File: src/rtl/imm_ext_pipe.sv
`default_nettype none
// ============================================================================
// Module   : imm_ext_pipe
// Brief    : Pipelined immediate extender for the decode stage. Builds the
//            sign/zero-extended immediate from instr[31:7] and flags illegal
//            type codes and shift amounts. Results go through a valid/ready
//            output register backed by a one-entry skid register, so the
//            upstream ready is a plain register output. A saturating counter
//            tracks how many illegal beats were accepted.
// Revision : 1.0 - initial release
// ============================================================================
module imm_ext_pipe #(
  parameter int IMM_WIDTH = 25,
  parameter int OUT_WIDTH = 32,
  parameter int TAG_WIDTH = 32,
  parameter int CNT_WIDTH = 8
) (
  input  logic                 clk,
  input  logic                 rst,
  input  logic                 i_flush,
  input  logic                 i_valid,
  output logic                 o_ready,
  input  logic [2:0]           i_imm_type,
  input  logic [IMM_WIDTH-1:0] i_imm,
  input  logic [TAG_WIDTH-1:0] i_tag,
  output logic                 o_valid,
  input  logic                 i_ready,
  output logic [OUT_WIDTH-1:0] o_imm_ext,
  output logic [TAG_WIDTH-1:0] o_tag,
  output logic                 o_illegal,
  output logic [CNT_WIDTH-1:0] o_illegal_cnt
);

  // Immediate type codes
  localparam logic [2:0] C_TYPE_I     = 3'b000;
  localparam logic [2:0] C_TYPE_S     = 3'b001;
  localparam logic [2:0] C_TYPE_B     = 3'b010;
  localparam logic [2:0] C_TYPE_J     = 3'b011;
  localparam logic [2:0] C_TYPE_U     = 3'b100;
  localparam logic [2:0] C_TYPE_CSR   = 3'b101;
  localparam logic [2:0] C_TYPE_SHAMT = 3'b110;

  // On RV32 a shift amount of 32 or more is not encodable
  localparam logic C_RV32 = (OUT_WIDTH == 32);

  // i_imm[24] is instr[31], the architectural sign bit for every signed type
  logic                 w_sign;
  logic [OUT_WIDTH-1:0] w_u_imm;
  logic [OUT_WIDTH-1:0] w_ext;
  logic                 w_illegal;
  logic                 w_accept;
  logic                 w_consume;

  assign w_sign = i_imm[24];

  // U-type already fills 32 bits; only a wider datapath needs extension bits
  generate
    if (OUT_WIDTH > 32) begin : g_u_wide
      assign w_u_imm = {{(OUT_WIDTH-32){w_sign}}, i_imm[24:5], 12'b0};
    end else begin : g_u_narrow
      assign w_u_imm = {i_imm[24:5], 12'b0};
    end
  endgenerate

  // Combinational extension of the offered beat; illegal beats carry zero data
  always_comb begin
    w_ext     = '0;
    w_illegal = 1'b0;
    case (i_imm_type)
      C_TYPE_I:   w_ext = {{(OUT_WIDTH-12){w_sign}}, i_imm[24:13]};
      C_TYPE_S:   w_ext = {{(OUT_WIDTH-12){w_sign}}, i_imm[24:18], i_imm[4:0]};
      C_TYPE_B:   w_ext = {{(OUT_WIDTH-12){w_sign}}, i_imm[0], i_imm[23:18],
                           i_imm[4:1], 1'b0};
      C_TYPE_J:   w_ext = {{(OUT_WIDTH-20){w_sign}}, i_imm[12:5], i_imm[13],
                           i_imm[23:14], 1'b0};
      C_TYPE_U:   w_ext = w_u_imm;
      C_TYPE_CSR: w_ext = {{(OUT_WIDTH-5){1'b0}}, i_imm[12:8]};
      C_TYPE_SHAMT: begin
        if (C_RV32 && i_imm[18]) begin
          w_illegal = 1'b1;
        end else begin
          w_ext = {{(OUT_WIDTH-6){1'b0}}, i_imm[18:13]};
        end
      end
      default:    w_illegal = 1'b1;
    endcase
  end

  // Output register, skid register, registered ready and illegal counter
  logic                 out_valid_q, out_valid_d;
  logic [OUT_WIDTH-1:0] out_imm_q,   out_imm_d;
  logic [TAG_WIDTH-1:0] out_tag_q,   out_tag_d;
  logic                 out_ill_q,   out_ill_d;
  logic                 skid_valid_q, skid_valid_d;
  logic [OUT_WIDTH-1:0] skid_imm_q,   skid_imm_d;
  logic [TAG_WIDTH-1:0] skid_tag_q,   skid_tag_d;
  logic                 skid_ill_q,   skid_ill_d;
  logic                 ready_q,      ready_d;
  logic [CNT_WIDTH-1:0] cnt_q,        cnt_d;

  // Ready is the registered "skid empty" flag, so there is no path from i_ready
  assign w_accept  = i_valid & ready_q;
  assign w_consume = out_valid_q & i_ready;

  // Next-state: flush beats accept/drain; otherwise refill OUT first, SKID second
  always_comb begin
    out_valid_d  = out_valid_q;
    out_imm_d    = out_imm_q;
    out_tag_d    = out_tag_q;
    out_ill_d    = out_ill_q;
    skid_valid_d = skid_valid_q;
    skid_imm_d   = skid_imm_q;
    skid_tag_d   = skid_tag_q;
    skid_ill_d   = skid_ill_q;
    cnt_d        = cnt_q;

    if (i_flush) begin
      out_valid_d  = 1'b0;
      skid_valid_d = 1'b0;
    end else begin
      if (!out_valid_q || w_consume) begin
        if (skid_valid_q) begin
          // Drain: ready was low this cycle, so no new beat can collide
          out_valid_d  = 1'b1;
          out_imm_d    = skid_imm_q;
          out_tag_d    = skid_tag_q;
          out_ill_d    = skid_ill_q;
          skid_valid_d = 1'b0;
        end else if (w_accept) begin
          out_valid_d = 1'b1;
          out_imm_d   = w_ext;
          out_tag_d   = i_tag;
          out_ill_d   = w_illegal;
        end else begin
          out_valid_d = 1'b0;
        end
      end else if (w_accept) begin
        // OUT is stalled, park the new beat in SKID
        skid_valid_d = 1'b1;
        skid_imm_d   = w_ext;
        skid_tag_d   = i_tag;
        skid_ill_d   = w_illegal;
      end

      if (w_accept && w_illegal && (cnt_q != {CNT_WIDTH{1'b1}})) begin
        cnt_d = cnt_q + 1'b1;
      end
    end

    ready_d = ~skid_valid_d;
  end

  // State registers with synchronous reset; reset takes priority over flush
  always_ff @(posedge clk) begin
    if (rst) begin
      out_valid_q  <= 1'b0;
      out_imm_q    <= '0;
      out_tag_q    <= '0;
      out_ill_q    <= 1'b0;
      skid_valid_q <= 1'b0;
      skid_imm_q   <= '0;
      skid_tag_q   <= '0;
      skid_ill_q   <= 1'b0;
      ready_q      <= 1'b1;
      cnt_q        <= '0;
    end else begin
      out_valid_q  <= out_valid_d;
      out_imm_q    <= out_imm_d;
      out_tag_q    <= out_tag_d;
      out_ill_q    <= out_ill_d;
      skid_valid_q <= skid_valid_d;
      skid_imm_q   <= skid_imm_d;
      skid_tag_q   <= skid_tag_d;
      skid_ill_q   <= skid_ill_d;
      ready_q      <= ready_d;
      cnt_q        <= cnt_d;
    end
  end

  assign o_ready       = ready_q;
  assign o_valid       = out_valid_q;
  assign o_imm_ext     = out_imm_q;
  assign o_tag         = out_tag_q;
  assign o_illegal     = out_ill_q;
  assign o_illegal_cnt = cnt_q;

endmodule
`default_nettype wire

File: config.mk
export PLATFORM = sky130hd
export DESIGN_NAME = imm_ext_pipe
export DESIGN_NICKNAME = d
export VERILOG_FILES = /design/src/rtl/imm_ext_pipe.sv
export SDC_FILE = /design/constraint.sdc
export NUM_CORES = 1
export LEC_CHECK = 0
export CAP_MARGIN = 5
export CORE_MARGIN = 1
export CORE_UTILIZATION = 50
export DETAILED_ROUTE_END_ITERATION = 10
export HOLD_SLACK_MARGIN = 0.06
export PLACE_DENSITY_LB_ADDON = 0.08
export SLEW_MARGIN = 20
export SYNTH_ARGS = -nofsm -noshare
export SYNTH_HDL_FRONTEND = slang
export SYNTH_SLANG_ARGS = --single-unit
File: constraint.sdc
create_clock -name clk -period 2.09 [get_ports clk]
set_clock_uncertainty 0.2 [all_clocks]
set_input_delay 0.5225 -clock clk [delete_from_list [all_inputs] [get_ports clk]]
set_output_delay 0.5225 -clock clk [all_outputs]
set_load 0.03 [all_outputs]
==> summary.md, run 1 <==
The number of routed nets with antenna violations was 0; the area growth from synthesis to layout was 38.3%. The slowest stage of the critical path belongs to the cell or3_1. The synthesized design contains 141 register bits.

Static timing analysis puts the maximum clock frequency at 491 MHz. Setup violations remaining at the end of the flow were counted as 0. The synthesized netlist occupies a cell area of 0.00618 mm^2. The final cell utilization of the core was 0.712. dfxtp_1 takes more of the synthesized area than any other cell. The TritonCTS buffer count came out at 17. The critical path is of the primary input to flip-flop type. Counting the fill cells in the layout gives 918. For the headroom to the max-slew limit, the log shows 0.714. In this run, the number of DRC markers left after iteration 0 of detailed routing was 487.

The share of the synthesized area in compound gates (AO/OA/AOI/OAI) came out at 0.182. For the number of global-route vias before repair, the log shows 5614. The met2 wirelength from detailed routing is 7980 um, and the data arrival time of the critical path is 2.13 ns. Highest metal layer used by the detailed router: met4. When the netlist entered floorplanning its net count stood at 793. The sequential fraction of the synthesis area was 0.457; the fraction of final layout cells sized beyond drive strength 1 was 0.112. The net count of the finished layout is 939. In this run the clock root is driven by a clkbuf_16. During synthesis, Yosys emitted a total of 0 warnings.

Counting every sink on the clock net gives 141. STA classifies the critical path endpoint as a flip-flop. The max-slew violation count is 0. The first global-routing pass estimated 26800 um of wire.

Setup repair after global routing left no endpoint under its margin. Top cell type's share of synthesized area: 0.457. Leaving out filler cells and counting taps, the final layout contains 1033. 0 antenna diodes ended up in the layout.

The synthesized design contains 0 enable-type register cells. From left edge to right edge, the die measures 113 um. In the final routing, the length of wire on met1 measures 7140 um. After detailed routing, the average wire length per cell comes to 15.9 um. Wires add up to 16400 um. The critical path goes through clkdlybuf4s50_1 -> a21oi_2 -> or3_1 -> buf_12 -> a211oi_1 -> nor3_1.

The tools report the total vias in the final route as 5816. The run gives 0 as the post-CTS setup repair buffer count. The number of max-cap violations was 0.

In this run the power density over the cells is 796 mW/mm^2. In this run the number of H-tree levels came out at 4. The post-synthesis share of cell area spent on full adders, half adders and majority gates came out at 0.00202. The tools report the global route total overflow as 0. The most frequent cell after synthesis was dfxtp_1.

STA puts the critical path data required time at 2.18 ns. The number of antenna violations at the first check in global routing was 0. The worst stage delay on the critical path came out at 0.50 ns.

The worst IR drop on VDD was 490 uV. Worst hold path class: flip-flop to flip-flop. The clock passes through at most 2 buffers.

The total core area was 0.0120 mm^2; the number of top-level design ports was 140. The floorplan step defined a die boundary enclosing 0.0128 mm^2. Entering global routing, the biggest net connects 71 pins. The number of placed instances, taps included, is 1001. STA classifies the critical path startpoint as a primary input. In the final timing run, aggregate negative setup slack is 0 ns. After legalization and detailed placement, the total HPWL measured 11100 um. The synthesized area per cell came out at 8.50 um^2. The proportion of register bits with asynchronous set or reset after synthesis was 0. After synthesis, the most frequently instantiated cells are 141 x dfxtp_1, 105 x nand2_1, 90 x nor2_1. In the synthesized netlist the dominant register cell turns out to be dfxtp_1. The placer's final routability congestion estimate was 0.901; the clock period minus final worst setup slack was 2.04 ns. For the pin with the worst max-slew slack, the measured transition is 0.423 ns. Period utilization: 0.974.

After clock tree synthesis, the clock-pin slew on the worst setup and hold paths is 0.06 ns. The remaining routing DRC violations was 0; the xor-xnor portion of the synthesized cell area was 0.00567. The number of different library cells used by synthesis comes to 44. Synthesis handed over a netlist of 727 instances.

In this design, the largest share of critical-path delay is due to buffers and inverters. The number of buffers added on ports came out at 139. Counting both buffers and inverters, the worst setup path holds a total of 2. The run gives 0.263 as the overall routing resource usage.

The flow ran to the end, and the final reports show no timing, DRC or antenna violations. The standby leakage power is 3.37 nW. Clock latency on the worst-skew pair, taken at its later pin, is 0.42 ns. Detailed routing placed a total of 861 um of wire on met3. The floorplan die height is 113 um, and the first-pass iteration count of the detailed router is 5. In this run the worst path has a maximum fanout of 18.

After detailed routing, the number of vias per cell comes to 5.63. The simple-gate share of the synthesized area was 0.228. The main combinational cell family by area after synthesis is simple AND/OR/NAND/NOR gates. The number of failing hold endpoints at the final stage is 0. TritonCTS built the clock tree. The initial standard-cell utilization of the core is 0.515, and the row count is 40. The multiplexer fraction of the synthesized cell area was 0.0785. By area the synthesized netlist is led by dfxtp_1 46%, mux2i_1 7.1%, nand2_1 6.4%.
cell type report:
class                           instances  area, um^2  area share
Timing Repair Buffer                  193        1830       0.214
Tap cell                              147         184      0.0215
Clock buffer                           21         492      0.0575
Sequential cell                       141        2830       0.331
Inverter                                3        11.3     0.00132
Clock inverter                         11         128      0.0149
Multi-Input combinational cell        517        3080       0.360
metrics by stage:
stage	power, mW	worst slack (ns)	instance area [um^2]	hold slack (ns)
floorplan	3.35	0.204	6180	0.236
global placement	3.78	-0.428	8020	0.241
detailed placement	3.80	-0.518	8020	0.248
CTS	6.85	0.0292	8540	0.256
global route	7.03	0.00304	8550	0.275
finish	6.81	0.0534	8550	0.254
power breakdown:
part | total [mW] | switching, mW | internal, mW | leakage, nW
registers | 2.82 | 0.0428 | 2.77 | 1.15
clock network | 3.12 | 1.19 | 1.93 | 0.298
logic | 0.872 | 0.492 | 0.380 | 1.92
total | 6.81 | 1.72 | 5.09 | 3.37
sequential cells by signal, summed over array words and instances (netlist names):
name and cells:
o_imm_ext 32, o_ready 1, o_valid 1, skid_imm_q 32, o_illegal_cnt 8, skid_valid_q 1
o_illegal 1, o_tag 32, skid_ill_q 1, skid_tag_q 32
cell usage in the layout (no fill, tap or decap), types with 4 or more instances in the layout:
cell type        instances
nand3b_1                10
nor3_1                  17
dfxtp_1                140
o211ai_1                 9
o31ai_1                  5
nand2_1                104
clkbuf_16               18
or4bb_1                  8
a32o_1                   4
o21ai_1                  4
buf_12                  10
buf_4                   45
or3_1                    4
nor2b_1                  8
nand4b_1                 8
clkdlybuf4s50_1         60
nand3_1                  5
nand4_1                  9
mux2_2                   4
a21oi_1                 76
nor3b_1                  7
o21ai_0                  4
mux2i_1                 44
a211o_1                 11
nand2b_1                10
nor2_1                  90
dlygate4sd2_1           76
a211oi_1                52
metal layers:
| metal | GRT usage | vias to the layer above |
|---|---|---|
| met3 | 0.0514 | 37 |
| met5 | 0 | - |
| met1 | 0.325 | 2725 |
| met4 | 0.116 | 0 |
| li1 | - | 2870 |
| met2 | 0.446 | 184 |
worst paths after layout:
kind	slack [ns]	start	depth (start not counted)	end
hold / removal	0.25	skid_tag_q[13]$_SDFFE_PP0P_	2	skid_tag_q[13]$_SDFFE_PP0P_
setup reg to reg	0.26	o_illegal_cnt[0]$_SDFFE_PP0P_	6	o_illegal_cnt[3]$_SDFFE_PP0P_
hold reg to reg	0.25	skid_tag_q[13]$_SDFFE_PP0P_	2	skid_tag_q[13]$_SDFFE_PP0P_
setup / recovery	0.05	i_valid	6	o_imm_ext[8]$_SDFFE_PP0P_
timing repair:
| action | 4_1_cts | 5_1_grt |
|---|---|---|
| setup endpoints to repair | 86 | 18 |
| hold buffers | 0 | 0 |
| resized for setup | 77 | 3 |
| gates cloned | 0 | 0 |
tightest hold or removal path, cell delays in order, from the launching register on:
cell and delay, ns:
dfxtp_1 0.31, nand2_1 0.05, a21oi_1 0.05
kinds of logic (layout without fill, tap and decap cells):
family / after synthesis / after routing
and+or+nand+nor: 291 / 291
AOI/OAI and AO/OA: 173 / 173
DFF: 141 / 141
buffers and inverters: 69 / 228
muxes: 48 / 48
xor gates and xnor gates: 4 / 4
adders and majority gates: 1 / 1
Power figures use the tool's default switching activity.
==> run 2: changes to the inputs <==
--- a/config.mk
+++ b/config.mk
@@ -15,3 +15,4 @@
 export SYNTH_ARGS = -nofsm -noshare
 export SYNTH_HDL_FRONTEND = slang
 export SYNTH_SLANG_ARGS = --single-unit
+export TNS_END_PERCENT = 10
==> results of run 2 <==
The final DEF is identical to that of run 1; final timing and power are the same.
==> RTL edit 1 (flow settings as in run 1) <==
Set the parameter `CNT_WIDTH` to 6 (it was 8).
--- a/src/rtl/imm_ext_pipe.sv
+++ b/src/rtl/imm_ext_pipe.sv
@@ -15,3 +15,3 @@
   parameter int TAG_WIDTH = 32,
-  parameter int CNT_WIDTH = 8
+  parameter int CNT_WIDTH = 6
 ) (
Interface: changed (resized o_illegal_cnt); port bits go from 140 to 138. No check against the original RTL was run, so the function may have changed too.
==> RTL edit 1 against run 1 <==
Sequential cell count decreased by 2. Routed wire length increased by 1.2%. Count of clock-buffer cells in the layout increased by 5. Worst setup slack got worse by 2.6 ps. Utilization increased by 1.2 points. Largest power group unchanged. The flow now finishes with violations (design-rule violations). Design area decreased by 1.7%. Power decreased by 2.3%. Area after synthesis decreased by 1.8%.
==> RTL edit 1: results <==
group,metric,value,unit
run_status,run_status,"complete, but fails checks",
run_status,violations,"design-rule violations",
power,ir_drop,0.566,mV
floorplan,coreArea,0.0116,mm^2
grt,use_met3,6.86,%
placement,io_buffers,137,
route,routed-wl-met2,8210,um
placement,dp.cells,976,
cells_and_area,area_growth,38.4,%
logic_synthesis,syn_area,0.00607,mm^2
logic_synthesis,synth.area.top_cells,"dfxtp_1 (46%), mux2i_1 (6.4%), a211oi_1 (6.4%), a21oi_1 (6.3%), nand2_1 (5.9%)",
timing,fin_hold_ws,250,ps
route,met3_length,981,um
grt,grt_use_met2,45.8,%
cells_and_area,seq_share,33.2,%
cells_and_area,seq_cells,139,
route,dr.pass1.iters,8,
cells_and_area,buf_share,21.1,%
grt,use_met1,33.0,%
setup_path,rrSetupSlack,190,ps
cells_and_area,fill_cells,906,
grt,track_usage,26.9,%
route,wl_met1,7140,um
setup_path,crit_path_end,"o_imm_ext[3]",
power,power_frac_comb,13.2,%
power,p_int,0.00503,W
setup_path,reg2reg_depth,4,
cells_and_area,n_clock_buffer,26,
cells_and_area,drive_gt1_share,11.4,%
route,wl_per_cell,16.4,um
logic_synthesis,ys_seq_area_share,45.8,%
placement,dp_slack,-555,ps
route,via_per_inst,5.70,
power,clkPwrFrac,44.9,%
route,route.detailed.drc,6,
cells_and_area,stdcell_count,1011,
power,leakage,3.28,nW
placement,placed_area,0.00782,mm^2
hold_path,hp-start,"o_imm_ext[21]",
setup_path,reg2reg_from,"o_illegal_cnt[3]",
hold_path,hold_path_end,"o_imm_ext[21]",
placement,gp_congestion,0.835,
## RTL edit 1: changes by cell type in the layout (fill, tap and decap cells not counted), sizes merged, moves of 5 or more
cell | before | now
mux2i | 44 | 39
clkbuf | 21 | 26
o21ai | 8 | 3
nand3b | 10 | 15
nand2 | 105 | 96
## RTL edit 1: worst register-to-register path, stage by stage (launching register included)
cell	delay (ps)
dfxtp_1	360
and3_1	190
a311o_1	430
or4_4	510
a21oi_2	140
## RTL edit 1: kinds of logic (layout without fill, tap and decap cells)
kind of cell    Yosys count  after routing  share of synthesized area, %
flops                   139            139                          45.8
xor+xnor                  2              2                         0.289
compound gates          172            172                          18.6
buf+inv                  73            228                          4.82
simple gates            282            282                          22.9
fa+ha+maj                 1              1                         0.206
mux                      44             44                          7.36
## RTL edit 1: timing repair
item / in CTS / in global routing
pin swaps: 1 / 2
cloned: 1 / 0
gates resized for setup: 84 / 6
hold buffers: 0 / 0
buffers inserted: 1 / 1
setup endpoints to repair: 102 / 29
==> RTL edit 2 (config.mk and constraints of run 1) <==
Made on the original files. `out_tag_q` no longer has a reset.
--- a/src/rtl/imm_ext_pipe.sv
+++ b/src/rtl/imm_ext_pipe.sv
@@ -157,3 +157,2 @@
       out_imm_q    <= '0;
-      out_tag_q    <= '0;
       out_ill_q    <= 1'b0;
@@ -168,3 +167,2 @@
       out_imm_q    <= out_imm_d;
-      out_tag_q    <= out_tag_d;
       out_ill_q    <= out_ill_d;
@@ -177,2 +175,6 @@
     end
+  end
+
+  always_ff @(posedge clk) begin
+    out_tag_q <= out_tag_d;
   end
Formal check against the unedited RTL: differs if rst is asserted again (counterexample within 4 cycles, from zero or initial values and one cycle with rst high); with rst held inactive, the same outputs for 4 cycles.
==> RTL edit 2 against run 1 <==
Worst setup slack lost 22 ps. Area after synthesis shrank 0.61%. Design area is essentially flat. Power down 1.8%. Routed wire length shrank 3.7%. Combinational power fell by 11%. Clock power shrank 3%. Sequential cell count stayed put. Hold slack got worse by 1.0 ps. Fmax decreased by 1.1%. Critical path depth decreased by 1. Count of clock-buffer cells in the layout stayed put. Critical endpoint is now o_illegal_cnt[6]. Largest cell class is now sequential cells. Largest power group unchanged. Highest routed layer unchanged.
==> RTL edit 2: results <==
group,metric,value,unit
setup_path,reg2reg_depth,5,
logic_synthesis,ys_seq_area_share,51.2,%
logic_synthesis,synth_cell_types,45,
setup_path,crit_path_end,"o_illegal_cnt[6]",
timing,fin_hold_ws,253,ps
clock_network,htreeDepth,4,
power,ir_drop,0.514,mV
placement,dp.cells,939,
cells_and_area,drive_gt1_share,16.4,%
cells_and_area,stdcell_count,971,
logic_synthesis,netlist_top_cells_count,"dfxtp_1 (109), nand2_1 (105), a21oi_1 (77), nor2_1 (58), mux2_2 (36)",
setup_path,slowest_delay,590,ps
setup_path,worst-path-max-fanout,5,
setup_path,cp_top_family,"compound AO/OA/AOI/OAI gates",
cells_and_area,nNetsFinal,877,
logic_synthesis,synth_edf_count,32,
placement,gp_congestion,0.796,
grt,track_usage,25.6,%
setup_path,startpoint,"i_imm_type[0]",
grt,grt_pass1_vias,5195,
grt,grt_antenna_before_repair,0,
logic_synthesis,syn_inst,653,
grt,grt_first_pass_wirelength,25600,um
setup_path,reg2reg_from,"o_ready",
route,dr.pass1.iters,5,
route,dr_total_vias,5379,
cells_and_area,fill_cells,935,
placement,placed_area,0.00801,mm^2
clock_network,insertion_delay,420,ps
power,switching_share,23.4,%
route,drtIter0Drc,307,
placement,place_hpwl,10500,um
setup_path,arrival,2210,ps
power,leakage,3.33,nW
run_status,run_status,"finished, final reports clean",
timing,slew_headroom,74.1,%
hold_path,hold_path.class,"flip-flop to flip-flop",
setup_path,r2r_end,"o_imm_ext[1]",
logic_synthesis,synth.area.top_cells,"dfxtp_1 (36%), edfxtp_1 (16%), mux2_2 (6.6%), nand2_1 (6.4%), a21oi_1 (6.3%)",
logic_synthesis,synthArstFlopShare,0,%
route,wl_per_cell,16.2,um
setup_path,crit_slowest_cell,"clkdlybuf4s50_1",
placement,io_buffers,139,
logic_synthesis,syn-num-nets,719,
==> RTL edit 2: cells by family (layout without fill, tap and decap cells) <==
kind of cell | count (synthesis) | after routing | share of synthesized area, %
buffers and inverters | 60 | 231 | 4.32
and+or+nand+nor | 258 | 258 | 20.9
muxes | 48 | 48 | 8.55
DFF | 141 | 141 | 51.2
adders and majority gates | 1 | 1 | 0.204
AOI/OAI and AO/OA | 141 | 141 | 14.3
xor gates and xnor gates | 4 | 4 | 0.570
==> RTL edit 2: layout make-up <==
cell class                      count  area share [%]
Multi-Input combinational cell    452            32.5
Timing Repair Buffer              195            21.5
Tap cell                          147            2.15
Clock buffer                       21            5.26
Inverter                            4           0.205
Sequential cell                   141            36.7
Clock inverter                     11            1.67
==> RTL edit 2: timing repair <==
item / 4_1_cts / 5_1_grt
gates resized for setup: 75 / 14
buffers inserted: 0 / 0
endpoints found under the setup margin: 75 / 31
==> RTL edit 2: layer usage <==
metal  wire length [um]  up-vias  GRT usage (%)
li1                   -     2641              -
met1               7240     2569           34.4
met2               7610      153           41.6
met3                707       16           4.39
met4                214        0           9.39
met5                  0        -              0
==> RTL edit 2: worst min path at each step <==
stage                    from              to  cells after the start
2_1_floorplan   skid_tag_q[0]   skid_tag_q[0]                      2
3_3_place_gp   skid_tag_q[11]  skid_tag_q[11]                      2
3_5_place_dp   skid_tag_q[28]  skid_tag_q[28]                      2
4_1_cts         o_imm_ext[15]   o_imm_ext[15]                      2
5_1_grt         skid_tag_q[8]   skid_tag_q[8]                      2
6_report        o_imm_ext[15]   o_imm_ext[15]                      2
==> RTL edit 2: worst register-to-register path, stage by stage (launching register included) <==
cell and delay (ps):
dfxtp_1 350, a21oi_1 90, or3_4 410, buf_4 190, or3_4 380, o21ai_2 130
==> RTL edit 2: through the flow <==
stage / utilization (%) / setup slack, ps
after floorplan: - / 6.98
after global placement: 66.6 / -389
after detailed placement: 66.6 / -412
after CTS: 70.8 / 8.49
after global routing: 71.3 / -30.7
final: 71.3 / 31.3
==> RTL edit 2: power groups by stage <==
stage | Combinational [W] | Sequential [W] | Clock [W]
6_report | 0.000773 | 0.00289 | 0.00302
5_1_grt | 0.000826 | 0.00290 | 0.00318
4_1_cts | 0.000762 | 0.00289 | 0.00306
3_5_place_dp | 0.000797 | 0.00296 | 0
3_3_place_gp | 0.000785 | 0.00295 | 0
2_1_floorplan | 0.000279 | 0.00307 | 0
